$ cat src/rtl/siftedkey_bram_reader.sv
// siftedkey_bram_reader: streams sifted-key words from BRAM port B onto a valid/ready link through a prefetch FIFO.
// Optional SIFTKEY_CHECKSUM_EN adds key_checksum, the running XOR of accepted words.
module siftedkey_bram_reader #(
   parameter int ADDR_W       = 15,
   parameter int DATA_W       = 64,
   parameter int READ_LATENCY = 2,
   parameter int FIFO_DEPTH   = 4
) (
   input  logic              clk,
   input  logic              reset,
   input  logic              start,
   input  logic [ADDR_W:0]   word_count,
   output logic [ADDR_W-1:0] Bsiftedkey_addrb,
   output logic              Bsiftedkey_enb,
   input  logic [DATA_W-1:0] Bsiftedkey_doutb,
   output logic [DATA_W-1:0] key_data,
   output logic              key_valid,
   input  logic              key_ready,
   output logic              key_last,
   output logic              busy,
   output logic              done
`ifdef SIFTKEY_CHECKSUM_EN
   ,output logic [DATA_W-1:0] key_checksum
`endif
);
   localparam int PW = $clog2(FIFO_DEPTH);
   localparam int CW = $clog2(FIFO_DEPTH + 1);
   localparam int OW = $clog2(FIFO_DEPTH + READ_LATENCY + 2) + 1;

   typedef enum logic [1:0] {IDLE, READ, DRAIN, DONE} state_t;

   state_t                  state;
   logic [ADDR_W:0]         count, issued, accepted;
   logic [READ_LATENCY-1:0] tags;
   logic [DATA_W-1:0]       fifo_mem [FIFO_DEPTH];
   logic [PW-1:0]           rd_ptr, wr_ptr;
   logic [CW-1:0]           fifo_count;
   logic [OW-1:0]           occ;
   logic                    push, pop, credit, last_pop;

   function automatic logic [PW-1:0] nxt(input logic [PW-1:0] p);
      return p == PW'(FIFO_DEPTH - 1) ? '0 : p + 1'b1;
   endfunction

   // Occupancy after this edge if nothing new issues: queued + every read still in flight, minus the pop.
   always_comb begin
      occ = OW'(fifo_count) + OW'(Bsiftedkey_enb) - OW'(pop);
      for (int i = 0; i < READ_LATENCY; i++) occ = occ + OW'(tags[i]);
   end

   assign push      = tags[READ_LATENCY-1];
   assign key_valid = fifo_count != '0;
   assign pop       = key_valid & key_ready;
   assign key_data  = key_valid ? fifo_mem[rd_ptr] : '0;
   assign key_last  = key_valid && accepted == count - 1'b1;
   assign credit    = occ < OW'(FIFO_DEPTH);
   assign last_pop  = pop && accepted + 1'b1 == count;

   always_ff @(posedge clk) begin
      if (reset) begin
         tags       <= '0;
         rd_ptr     <= '0;
         wr_ptr     <= '0;
         fifo_count <= '0;
      end else begin
         tags <= READ_LATENCY'({tags, Bsiftedkey_enb});
         if (push) begin
            fifo_mem[wr_ptr] <= Bsiftedkey_doutb;
            wr_ptr           <= nxt(wr_ptr);
         end
         if (pop) rd_ptr <= nxt(rd_ptr);
         fifo_count <= fifo_count + CW'(push) - CW'(pop);
      end
   end

   always_ff @(posedge clk) begin
      if (reset) begin
         state            <= IDLE;
         count            <= '0;
         issued           <= '0;
         accepted         <= '0;
         Bsiftedkey_addrb <= '0;
         Bsiftedkey_enb   <= 1'b0;
         busy             <= 1'b0;
         done             <= 1'b0;
      end else begin
         Bsiftedkey_enb <= 1'b0;
         done           <= 1'b0;
         if (pop) accepted <= accepted + 1'b1;
         case (state)
            IDLE: if (start) begin
               count    <= word_count;
               accepted <= '0;
               if (word_count == '0) begin
                  state  <= DONE;
                  issued <= '0;
                  done   <= 1'b1;
               end else begin
                  state            <= READ;
                  busy             <= 1'b1;
                  Bsiftedkey_enb   <= 1'b1;
                  Bsiftedkey_addrb <= '0;
                  issued           <= ADDR_W'(1);
               end
            end
            READ: begin
               if (issued == count) state <= DRAIN;
               else if (credit) begin
                  Bsiftedkey_enb   <= 1'b1;
                  Bsiftedkey_addrb <= issued[ADDR_W-1:0];
                  issued           <= issued + 1'b1;
               end
               if (last_pop) begin
                  state <= DONE;
                  busy  <= 1'b0;
                  done  <= 1'b1;
               end
            end
            DRAIN: if (last_pop) begin
               state <= DONE;
               busy  <= 1'b0;
               done  <= 1'b1;
            end
            default: state <= IDLE;
         endcase
      end
   end

`ifdef SIFTKEY_CHECKSUM_EN
   always_ff @(posedge clk) begin
      if (reset) key_checksum <= '0;
      else if (state == IDLE && start) key_checksum <= '0;
      else if (pop) key_checksum <= key_checksum ^ key_data;
   end
`endif
endmodule

$ cat config.mk
export PLATFORM = sky130hd
export DESIGN_NAME = siftedkey_bram_reader
export DESIGN_NICKNAME = d
export VERILOG_FILES = /design/src/rtl/siftedkey_bram_reader.sv
export SDC_FILE = /design/constraint.sdc
export NUM_CORES = 1
export LEC_CHECK = 0
export BUFFER_PORTS_ARGS = -buffer_cell sky130_fd_sc_hd__buf_4
export CORE_MARGIN = 1
export CORE_UTILIZATION = 40
export CTS_CLUSTER_DIAMETER = 150
export DETAILED_ROUTE_END_ITERATION = 6
export GPL_ROUTABILITY_DRIVEN = 0
export GPL_TIMING_DRIVEN = 1
export PLACE_DENSITY_LB_ADDON = 0.3
export SYNTH_ARGS = -nofsm -noshare
export SYNTH_HDL_FRONTEND = slang
export SYNTH_SLANG_ARGS = --single-unit
$ cat constraint.sdc
create_clock -name clk -period 7.92 [get_ports clk]
set_input_delay 0.792 -clock clk [delete_from_list [all_inputs] [get_ports clk]]
set_output_delay 0.792 -clock clk [all_outputs]
set_load 0.01 [all_outputs]
==> results of run 1 <==
how the worst min path moves through the flow:
| stage | to | slack (ps) | cells past startpoint |
|---|---|---|---|
| finish | Bsiftedkey_addrb[12]$_SDFFE_PP0P_ | 460 | 2 |
| CTS | fifo_mem[3][59]$_DFFE_PP_ | 450 | 1 |
| floorplan | tags[1]$_SDFF_PP0_ | 450 | 1 |
| global route | fifo_mem[1][11]$_DFFE_PP_ | 450 | 1 |
| detailed placement | Bsiftedkey_addrb[6]$_SDFFE_PP0P_ | 450 | 2 |
| global placement | Bsiftedkey_addrb[9]$_SDFFE_PP0P_ | 440 | 2 |
cells in the mapped netlist, types with 2 or more instances:
cell / n / area [um^2]
a211oi_1: 5 / 37.5
a21oi_1: 51 / 255
a22oi_1: 2 / 15.0
a31oi_1: 4 / 25.0
and2_1: 72 / 450
and3_1: 7 / 43.8
and4_2: 2 / 20.0
buf_1: 8 / 30.0
buf_2: 3 / 15.0
buf_4: 4 / 30.0
buf_6: 3 / 33.8
clkbuf_1: 43 / 161
dfxtp_1: 79 / 1580
edfxtp_1: 256 / 7690
fa_1: 2 / 40.0
ha_1: 17 / 213
inv_1: 18 / 67.6
mux2i_1: 5 / 50.1
mux4_2: 64 / 1440
nand2_1: 90 / 338
nand2b_1: 5 / 31.3
nand3_1: 29 / 145
nand4_1: 19 / 119
nand4b_1: 3 / 26.3
nor2_1: 56 / 210
nor2b_1: 4 / 25.0
nor3_1: 11 / 55.1
nor3b_1: 2 / 15.0
nor4_1: 9 / 56.3
nor4b_1: 4 / 35.0
o21ai_0: 12 / 60.1
o22ai_1: 2 / 12.5
o311ai_0: 2 / 17.5
o32a_1: 2 / 20.0
o41ai_1: 2 / 17.5
or2_1: 2 / 12.5
or2_2: 2 / 12.5
or3_1: 8 / 50.1
xnor2_1: 39 / 342
xor2_1: 27 / 236
final cells by class:
type | count | area, um^2
flip-flops and latches | 335 | 9270
inverters | 18 | 67.6
well taps | 461 | 577
clock inverters | 16 | 158
multi-input cells | 593 | 4760
repair buffers | 174 | 1310
fillers | 3112 | 18300
clock buffers | 50 | 1010
where the power goes:
part	switching, mW	internal, mW	total, mW
clock	0.677	0.967	1.64
sequential	0.116	1.95	2.06
combinational	0.728	0.692	1.42
routing by layer:
metal	wire length (um)	vias to the layer above	global-route usage (%)
li1	-	4072	-
met1	13300	4269	21.7
met2	14600	226	27.7
met3	1440	49	2.70
met4	646	0	4.58
met5	0	-	0
sequential cells by signal (all words and copies together), names as in the netlist, named ones only:
signal,flops
tags,2
Bsiftedkey_addrb,15
busy,1
state,2
accepted,16
fifo_mem,256
wr_ptr,2
fifo_count,3
done,1
issued,16
Bsiftedkey_enb,1
rd_ptr,2
count,16
through the flow:
| step | area, um^2 | util, % | worst slack (ps) | hold slack (ps) |
|---|---|---|---|---|
| 6_report | 17200 | 48.3 | 3720 | 460 |
| 5_1_grt | 17200 | 48.3 | 3290 | 447 |
| 4_1_cts | 17200 | 48.3 | 3700 | 449 |
| 3_5_place_dp | 16000 | 45.1 | 3700 | 448 |
| 3_3_place_gp | 16000 | 45.1 | 3800 | 442 |
| 2_1_floorplan | 14400 | - | 4390 | 451 |
logic make-up after synthesis:
kind of cell               after synthesis  share of synthesized area, %
adders and majority gates               19                          1.76
muxes                                   70                          10.5
buffers and inverters                   82                          2.52
xor gates and xnor gates                66                          4.02
DFF                                    335                          64.4
and+or+nand+nor                        339                          12.4
AOI/OAI and AO/OA                       99                          4.41
critical path: stages, from the launching register on:
cell,delay (ps)
dfxtp_1,350
or3_2,500
and2_1,310
nand2b_1,150
nand2_1,70
fa_1,360
ha_1,270
a31oi_1,210
mux2i_1,210
a32oi_1,100
o21ai_1,270
and2_1,430
nand3_1,300
or3_1,420
a21oi_1,170
==> key figures, run 1 <==
Critical path
  – Setup CP Type: flop to flop
  – Worst-path maximum fanout: 13
  – CP Capture Type: flop
  – Start of the worst register-to-register path: fifo_count[0]$_SDFF_PP0_
  – Worst r2r dst: issued[11]$_SDFFE_PP0P_
  – Worst reg2reg setup slack: 3720 ps
  – Crit path arrival time: 4630 ps
  – End of the critical path: issued[11]$_SDFFE_PP0P_
  – Critical Path Source: fifo_count[0]$_SDFF_PP0_
  – FF-to-FF path depth: 14
  – CP Data Required Time: 8360 ps
  – CP Launch Type: flop

Cells and area
  – Nets: 1262
  – Commonest non-fill, non-tap cell in the layout: edfxtp_1
  – Share of cells above drive strength 1: 26.6%
  – Area growth, synth to finish: 19.2%
  – Most frequent cells in the layout: 256 x edfxtp_1, 174 x buf_4, 90 x nand2_1
  – Inserted Diodes: 0
  – Finished Layout Cells: 1647

GRT
  – Total gr overflow: 0
  – GRT Overall Usage: 16.4%
  – Initial antenna violation count: 0
  – Vias in the first global route: 8573
  – Largest net degree at the start of global routing: 66
  – First-pass GRT wire length: 46900 um

Placement
  – Port bufs: 167
  – DP Wirelength: 18800 um
  – Placed Instances: 1581

Timing
  – Max transition margin: 32.8%
  – Final hold violations: 0
  – Tcrit/Tclk final: 53.0%
  – Crit path time final: 4200 ps
  – Fmax: 238 MHz
  – RSZ-0062 raised after global routing: no
  – Setup TNS: 0 ps
  – Slew @ Worst Pin: 1010 ps
  – Slew Limit Fails: 0
  – Skew final: 11.0 ps
  – Final Setup Violations: 0

Floorplan
  – Num rows: 69
  – Die width: 192 um
  – Initial Util: 40.6%
  – Core Region: 0.0355 mm^2
  – Die Span Y: 192 um
  – Die area: 0.0367 mm^2
  – # IOs: 168

Drt
  – DRT antenna net count: 0
  – DR WL/cell: 18.2 um
  – Vias/cell: 5.23
  – Vias: 8616
  – Remaining DRCs: 5
  – Initial DRC Count: 442
  – Routed WL: 29900 um
  – 1st-pass router iterations: 7

Synthesis
  – Async S/R FF share, synth: 0%
  – Synth cell types: 75
  – Synthesized area: 0.0144 mm^2
  – Mapped Nets: 1113
  – Synthesis-stage register bit count: 335
  – Syn avg cell area: 14.2 um^2
  – Most common flop cell mapped by yosys: edfxtp_1
  – Mapped Cells: 1010
  – Synth warn: 0
  – Post-synthesis sequential area ratio: 64.4%
  – Post-synth EDFFs: 256

Clocking
  – Clock slew at reported path FFs: 60 ps
  – Clock Path Buffers: 3
  – Root buf cell: clkbuf_16
  – Hold buffer count at cts: 0
  – Clk Latency, worst-skew pair: 520 ps
  – TritonCTS Buffers: 37
  – Post-CTS setup buffers: 0
  – CTS tree: done
  – Num Clock Sinks: 335
  – Htree depth: 2
  – PostCTS Resize Cnt: 0

Pwr
  – Pwr dens: 299 mW/mm^2
  – Maximum vdd drop: 0.175 mV
  – Static Leak: 5.86 nW
  – Total power: 5.13 mW

Hold path
  – Hold Crit Start: Bsiftedkey_addrb[12]$_SDFFE_PP0P_
  – Hold WC Path Type: flop to flop

Run status
  – Failing checks: DRC
  – Status: complete, but fails checks

Flow run
  – Max Cap Violations: 0
Power figures use the tool's default switching activity.
==> run 2, diff against run 1 <==
==> constraint.sdc (replaced) <==
create_clock -name clk -period 4.22 [get_ports clk]
set_input_delay 0.422 -clock clk [delete_from_list [all_inputs] [get_ports clk]]
set_output_delay 0.422 -clock clk [all_outputs]
set_load 0.01 [all_outputs]
==> key figures, run 2 (synthesis results as in run 1) <==
Run status
  – Status: complete, no violations

Floorplan
  – Die area: 0.0367 mm^2
  – Initial Util: 40.6%
  – Die Span Y: 192 um
  – Num rows: 69
  – # IOs: 168
  – Die width: 192 um
  – Core Region: 0.0355 mm^2

Pwr
  – Pint: 6.82 mW
  – Sw power: 2.86 mW
  – Gate power share: 28.1%
  – Pwr dens: 560 mW/mm^2
  – Static Leak: 5.89 nW
  – Sequential Power Share: 39.8%
  – Total power: 9.67 mW
  – Maximum vdd drop: 0.341 mV
  – Sw Share: 29.5%
  – Clk pwr share: 32.0%

GRT
  – Largest net degree at the start of global routing: 67
  – First-pass GRT wire length: 46300 um
  – Total gr overflow: 0
  – Vias in the first global route: 8468
  – GRT Overall Usage: 16.1%
  – Initial antenna violation count: 0

Critical path
  – CP Data Required Time: 4600 ps
  – Worst-path maximum fanout: 15
  – Crit path arrival time: 4220 ps
  – Worst r2r dst: Bsiftedkey_addrb[9]$_SDFFE_PP0P_
  – Crit-path cells: or3_2 -> and2_1 -> nand2b_1 -> nand2_1 -> fa_1 -> ha_1 -> a31oi_1 -> mux2i_1 -> a32oi_1 -> o21ai_1 -> and2_1 -> buf_4 -> nand2_1 -> nand2_1 -> a21oi_1
  – Start of the worst register-to-register path: fifo_count[0]$_SDFF_PP0_
  – CP Launch Type: flop
  – Most used cell, CP: nand2_1
  – Max incr delay on CP: 490 ps
  – Setup CP Type: flop to flop
  – CP Capture Type: flop
  – Worst reg2reg setup slack: 380 ps
  – FF-to-FF path depth: 15
  – Slowest stage cell on the critical path: or3_2

Clocking
  – Hold buffer count at cts: 0
  – TritonCTS Buffers: 38
  – PostCTS Resize Cnt: 0
  – Post-CTS setup buffers: 0
  – Clk Latency, worst-skew pair: 520 ps
  – Num Clock Sinks: 335
  – Clock Path Buffers: 3
  – Clock slew at reported path FFs: 60 ps
  – Root buf cell: clkbuf_16
  – Htree depth: 2
  – CTS tree: done

Cells and area
  – Nets: 1267
  – Fin area: 0.0173 mm^2
  – Area growth, synth to finish: 20.0%
  – Filler Cell Count: 3080
  – Share of cells above drive strength 1: 26.5%
  – Inserted Diodes: 0
  – Max FFs per register: 256
  – Most frequent cells in the layout: 256 x edfxtp_1, 173 x buf_4, 90 x nand2_1
  – Finished Layout Cells: 1655
  – Reg with most FFs: fifo_mem
  – Commonest non-fill, non-tap cell in the layout: edfxtp_1

Timing
  – Slew @ Worst Pin: 960 ps
  – Crit path time final: 3840 ps
  – Final hold violations: 0
  – Final Setup Violations: 0
  – Worst Setup Slack, final: 378 ps
  – Slew Limit Fails: 0
  – Fmax: 260 MHz
  – Tcrit/Tclk final: 91.0%
  – RSZ-0062 raised after global routing: no
  – Setup TNS: 0 ps
  – Max transition margin: 36.0%
  – Skew final: 12.1 ps

Placement
  – DP Wirelength: 18400 um
  – Dpl cell area: 0.0161 mm^2
  – Placed Instances: 1585
  – Port bufs: 167
  – Pre-CTS setup slack: 356 ps

Drt
  – 1st-pass router iterations: 5
  – Vias/cell: 5.21
  – Vias: 8625
  – Remaining DRCs: 0
  – DRT antenna net count: 0
  – Routed WL: 29500 um
  – DR WL/cell: 17.9 um
  – Initial DRC Count: 426

Hold path
  – Hold Crit Endpoint: fifo_mem[1][43]$_DFFE_PP_
  – WHS Path Cells: 1
  – Hold WC Path Type: input pin to flop
  – Hold Crit Start: Bsiftedkey_doutb[43]

Flow run
  – Max Cap Violations: 0
## run 2: changes by cell type in the layout (fill, tap and decap cells not counted)
cell,change
buf_12,+5
clkinv_1,+5
clkbuf_8,-3
clkbuf_1,+2
clkbuf_16,+2
clkinvlp_4,+2
inv_6,-2
buf_4,-1
clkbuf_4,-1
clkinv_4,-1
## run 2: critical path: cells and delay by family (launching register included)
family | cells | cell delay, ps
and+or+nand+nor | 7 | 1620
muxes | 1 | 210
buffers and inverters | 1 | 190
DFF | 1 | 350
adders and majority gates | 2 | 630
AOI/OAI and AO/OA | 4 | 670
## run 2: worst max-delay path by stage
| stage | startpoint | end | cells after the start |
|---|---|---|---|
| after CTS | fifo_count[0]$_SDFF_PP0_ | Bsiftedkey_addrb[9]$_SDFFE_PP0P_ | 15 |
| after detailed placement | fifo_count[0]$_SDFF_PP0_ | Bsiftedkey_addrb[14]$_SDFFE_PP0P_ | 15 |
| after global placement | fifo_count[0]$_SDFF_PP0_ | Bsiftedkey_addrb[2]$_SDFFE_PP0P_ | 15 |
| after floorplan | fifo_count[0]$_SDFF_PP0_ | Bsiftedkey_addrb[9]$_SDFFE_PP0P_ | 16 |
| final | fifo_count[0]$_SDFF_PP0_ | Bsiftedkey_addrb[9]$_SDFFE_PP0P_ | 15 |
| after global routing | fifo_count[0]$_SDFF_PP0_ | Bsiftedkey_addrb[0]$_SDFFE_PP0P_ | 15 |
## run 2: final cells by class
cell class,count,area (um^2),share of cell area (%)
clock buffers,50,1020,5.89
clock inverters,20,165,0.957
inverters,18,67.6,0.391
multi-input cells,593,4760,27.6
flip-flops and latches,335,9270,53.7
well taps,461,577,3.34
repair buffers,178,1400,8.10
## run 2: power groups by stage
stage / sequential, mW / clock [mW] / combinational, mW
6_report: 3.85 / 3.10 / 2.72
5_1_grt: 3.88 / 3.32 / 3.01
4_1_cts: 3.86 / 3.19 / 2.78
3_5_place_dp: 3.93 / 0 / 2.77
3_3_place_gp: 3.93 / 0 / 2.75
2_1_floorplan: 3.78 / 0 / 1.84
## run 2: stage by stage
stage,util (%),hold slack (ps)
2_1_floorplan,-,451
4_1_cts,48.7,78.9
6_report,48.7,103
3_5_place_dp,45.3,448
5_1_grt,48.7,86.1
3_3_place_gp,45.3,446
## run 2: per-layer routing
metal  GRT usage (%)  wire (um)
met1            21.6      13000
met2            27.2      14400
met3            2.83       1760
met4            3.85        454
met5               0          0
==> run 3, diff against run 2 <==
--- a/config.mk
+++ b/config.mk
@@ -12,7 +12,7 @@
 export DETAILED_ROUTE_END_ITERATION = 6
 export GPL_ROUTABILITY_DRIVEN = 0
 export GPL_TIMING_DRIVEN = 1
-export PLACE_DENSITY_LB_ADDON = 0.3
+export PLACE_DENSITY = 0.57
 export SYNTH_ARGS = -nofsm -noshare
 export SYNTH_HDL_FRONTEND = slang
 export SYNTH_SLANG_ARGS = --single-unit
==> key figures, run 3 (synthesis results as in run 1) <==
Run status
  – Status: complete, no violations

Critical path
  – Start of the worst register-to-register path: fifo_count[0]$_SDFF_PP0_
  – Worst r2r dst: issued[13]$_SDFFE_PP0P_
  – FF-to-FF path depth: 14
  – CP Launch Type: flop
  – Worst reg2reg setup slack: 460 ps
  – Worst-path maximum fanout: 13
  – Max incr delay on CP: 480 ps
  – Slowest stage cell on the critical path: or3_2
  – Setup CP Type: flop to flop
  – Crit path arrival time: 4210 ps
  – Crit-path cells: or3_2 -> and2_1 -> nand2b_1 -> nand2_1 -> fa_1 -> ha_1 -> a31oi_1 -> mux2i_1 -> a32oi_1 -> o21ai_1 -> and2_2 -> nand3_1 -> or3_1 -> a21oi_1
  – CP Data Required Time: 4670 ps
  – CP Capture Type: flop

Drt
  – Remaining DRCs: 0
  – DRT antenna net count: 0
  – DR WL/cell: 18.5 um
  – Routed WL: 30600 um
  – 1st-pass router iterations: 4
  – Vias/cell: 5.21
  – Vias: 8614
  – Initial DRC Count: 442

Cells and area
  – Reg with most FFs: fifo_mem
  – Share of cells above drive strength 1: 27.1%
  – Max FFs per register: 256
  – Commonest non-fill, non-tap cell in the layout: edfxtp_1
  – Most frequent cells in the layout: 256 x edfxtp_1, 174 x buf_4, 90 x nand2_1
  – Inserted Diodes: 0
  – Nets: 1265
  – Area growth, synth to finish: 20.8%
  – Finished Layout Cells: 1654

Clocking
  – TritonCTS Buffers: 39
  – CTS tree: done
  – Hold buffer count at cts: 0
  – Clock slew at reported path FFs: 60 ps
  – Clock Path Buffers: 3
  – Htree depth: 2
  – Post-CTS setup buffers: 0
  – Num Clock Sinks: 335
  – Clk Latency, worst-skew pair: 530 ps
  – Root buf cell: clkbuf_16

Hold path
  – Hold Crit Start: Bsiftedkey_doutb[17]
  – WHS Path Cells: 1
  – Hold Crit Endpoint: fifo_mem[3][17]$_DFFE_PP_
  – Hold WC Path Type: input pin to flop

Timing
  – Slew @ Worst Pin: 1040 ps
  – Final Setup Violations: 0
  – Skew final: 12.6 ps
  – Fmax: 266 MHz
  – Tcrit/Tclk final: 89.1%
  – Slew Limit Fails: 0
  – Max transition margin: 30.5%
  – RSZ-0062 raised after global routing: no
  – Crit path time final: 3760 ps
  – Final hold violations: 0
  – Hold Slack: 95.4 ps
  – Setup TNS: 0 ps

GRT
  – Vias in the first global route: 8656
  – Total gr overflow: 0
  – Largest net degree at the start of global routing: 67
  – GRT Overall Usage: 17.0%
  – First-pass GRT wire length: 48000 um
  – Met2 Use GR: 27.9%
  – Global route hottest layer: met2
  – Met3 Usage GRT: 3.07%
  – GR Layer Usage met1: 22.7%
  – Initial antenna violation count: 0

Floorplan
  – Core Region: 0.0355 mm^2
  – Num rows: 69
  – # IOs: 168
  – Die area: 0.0367 mm^2
  – Die Span Y: 192 um
  – Initial Util: 40.6%
  – Die width: 192 um

Placement
  – Placed Instances: 1582
  – DP Wirelength: 18700 um
  – Port bufs: 167

Pwr
  – Maximum vdd drop: 0.414 mV
  – Static Leak: 5.98 nW
  – Pwr dens: 582 mW/mm^2

Flow run
  – Max Cap Violations: 0
==> run 3: metal layers <==
| metal | vias to the layer above | part of all wire [%] |
|---|---|---|
| met3 | 41 | 5.0 |
| met4 | 0 | 2.2 |
| met2 | 222 | 48 |
| met1 | 4266 | 45 |
| met5 | - | 0 |
| li1 | 4085 | - |
==> run 3: final cells by class <==
cell class	instances	area, um^2
clock buffers	51	1100
clock inverters	21	275
fillers	3114	18100
inverters	18	67.6
multi-input cells	593	4770
flip-flops and latches	335	9270
well taps	461	577
repair buffers	175	1330
==> run 3: metrics by stage <==
step           worst slack, ps  area, um^2  power (mW)  utilization [%]
6_report                   462       17400        10.1             49.0
3_5_place_dp               253       16000        6.70             45.1
5_1_grt                    144       17400        10.7             49.0
2_1_floorplan              705       14400        5.63                -
4_1_cts                    267       17400        10.3             49.0
3_3_place_gp               373       16000        6.68             45.1
==> run 3: where the power goes <==
part,internal [mW],leakage [nW],switching (mW)
Sequential,3.65,2.94,0.184
Combinational,1.33,2.36,1.41
Clock,2.22,0.672,1.32
==> run 3: worst max path at each step <==
stage                                         from                               end
final                     fifo_count[0]$_SDFF_PP0_           issued[13]$_SDFFE_PP0P_
after global placement    fifo_count[0]$_SDFF_PP0_           issued[15]$_SDFFE_PP0P_
after CTS                 fifo_count[0]$_SDFF_PP0_           issued[15]$_SDFFE_PP0P_
after detailed placement  fifo_count[0]$_SDFF_PP0_           issued[15]$_SDFFE_PP0P_
after floorplan           fifo_count[0]$_SDFF_PP0_  Bsiftedkey_addrb[9]$_SDFFE_PP0P_
after global routing      fifo_count[0]$_SDFF_PP0_           issued[13]$_SDFFE_PP0P_
==> run 3: worst max-delay path, delay by kind of cell, from the launching register on <==
kind                       cells  cell delay, ps
AOI/OAI and AO/OA              4             680
adders and majority gates      2             640
DFF                            1             350
muxes                          1             210
and+or+nand+nor                7            1790
==> run 3: timing repair <==
| action | 4_1_cts | 5_1_grt |
|---|---|---|
| endpoints found under the hold margin | 0 | 0 |
| resized for setup | 0 | 1 |
| endpoints found under the setup margin | 0 | 1 |
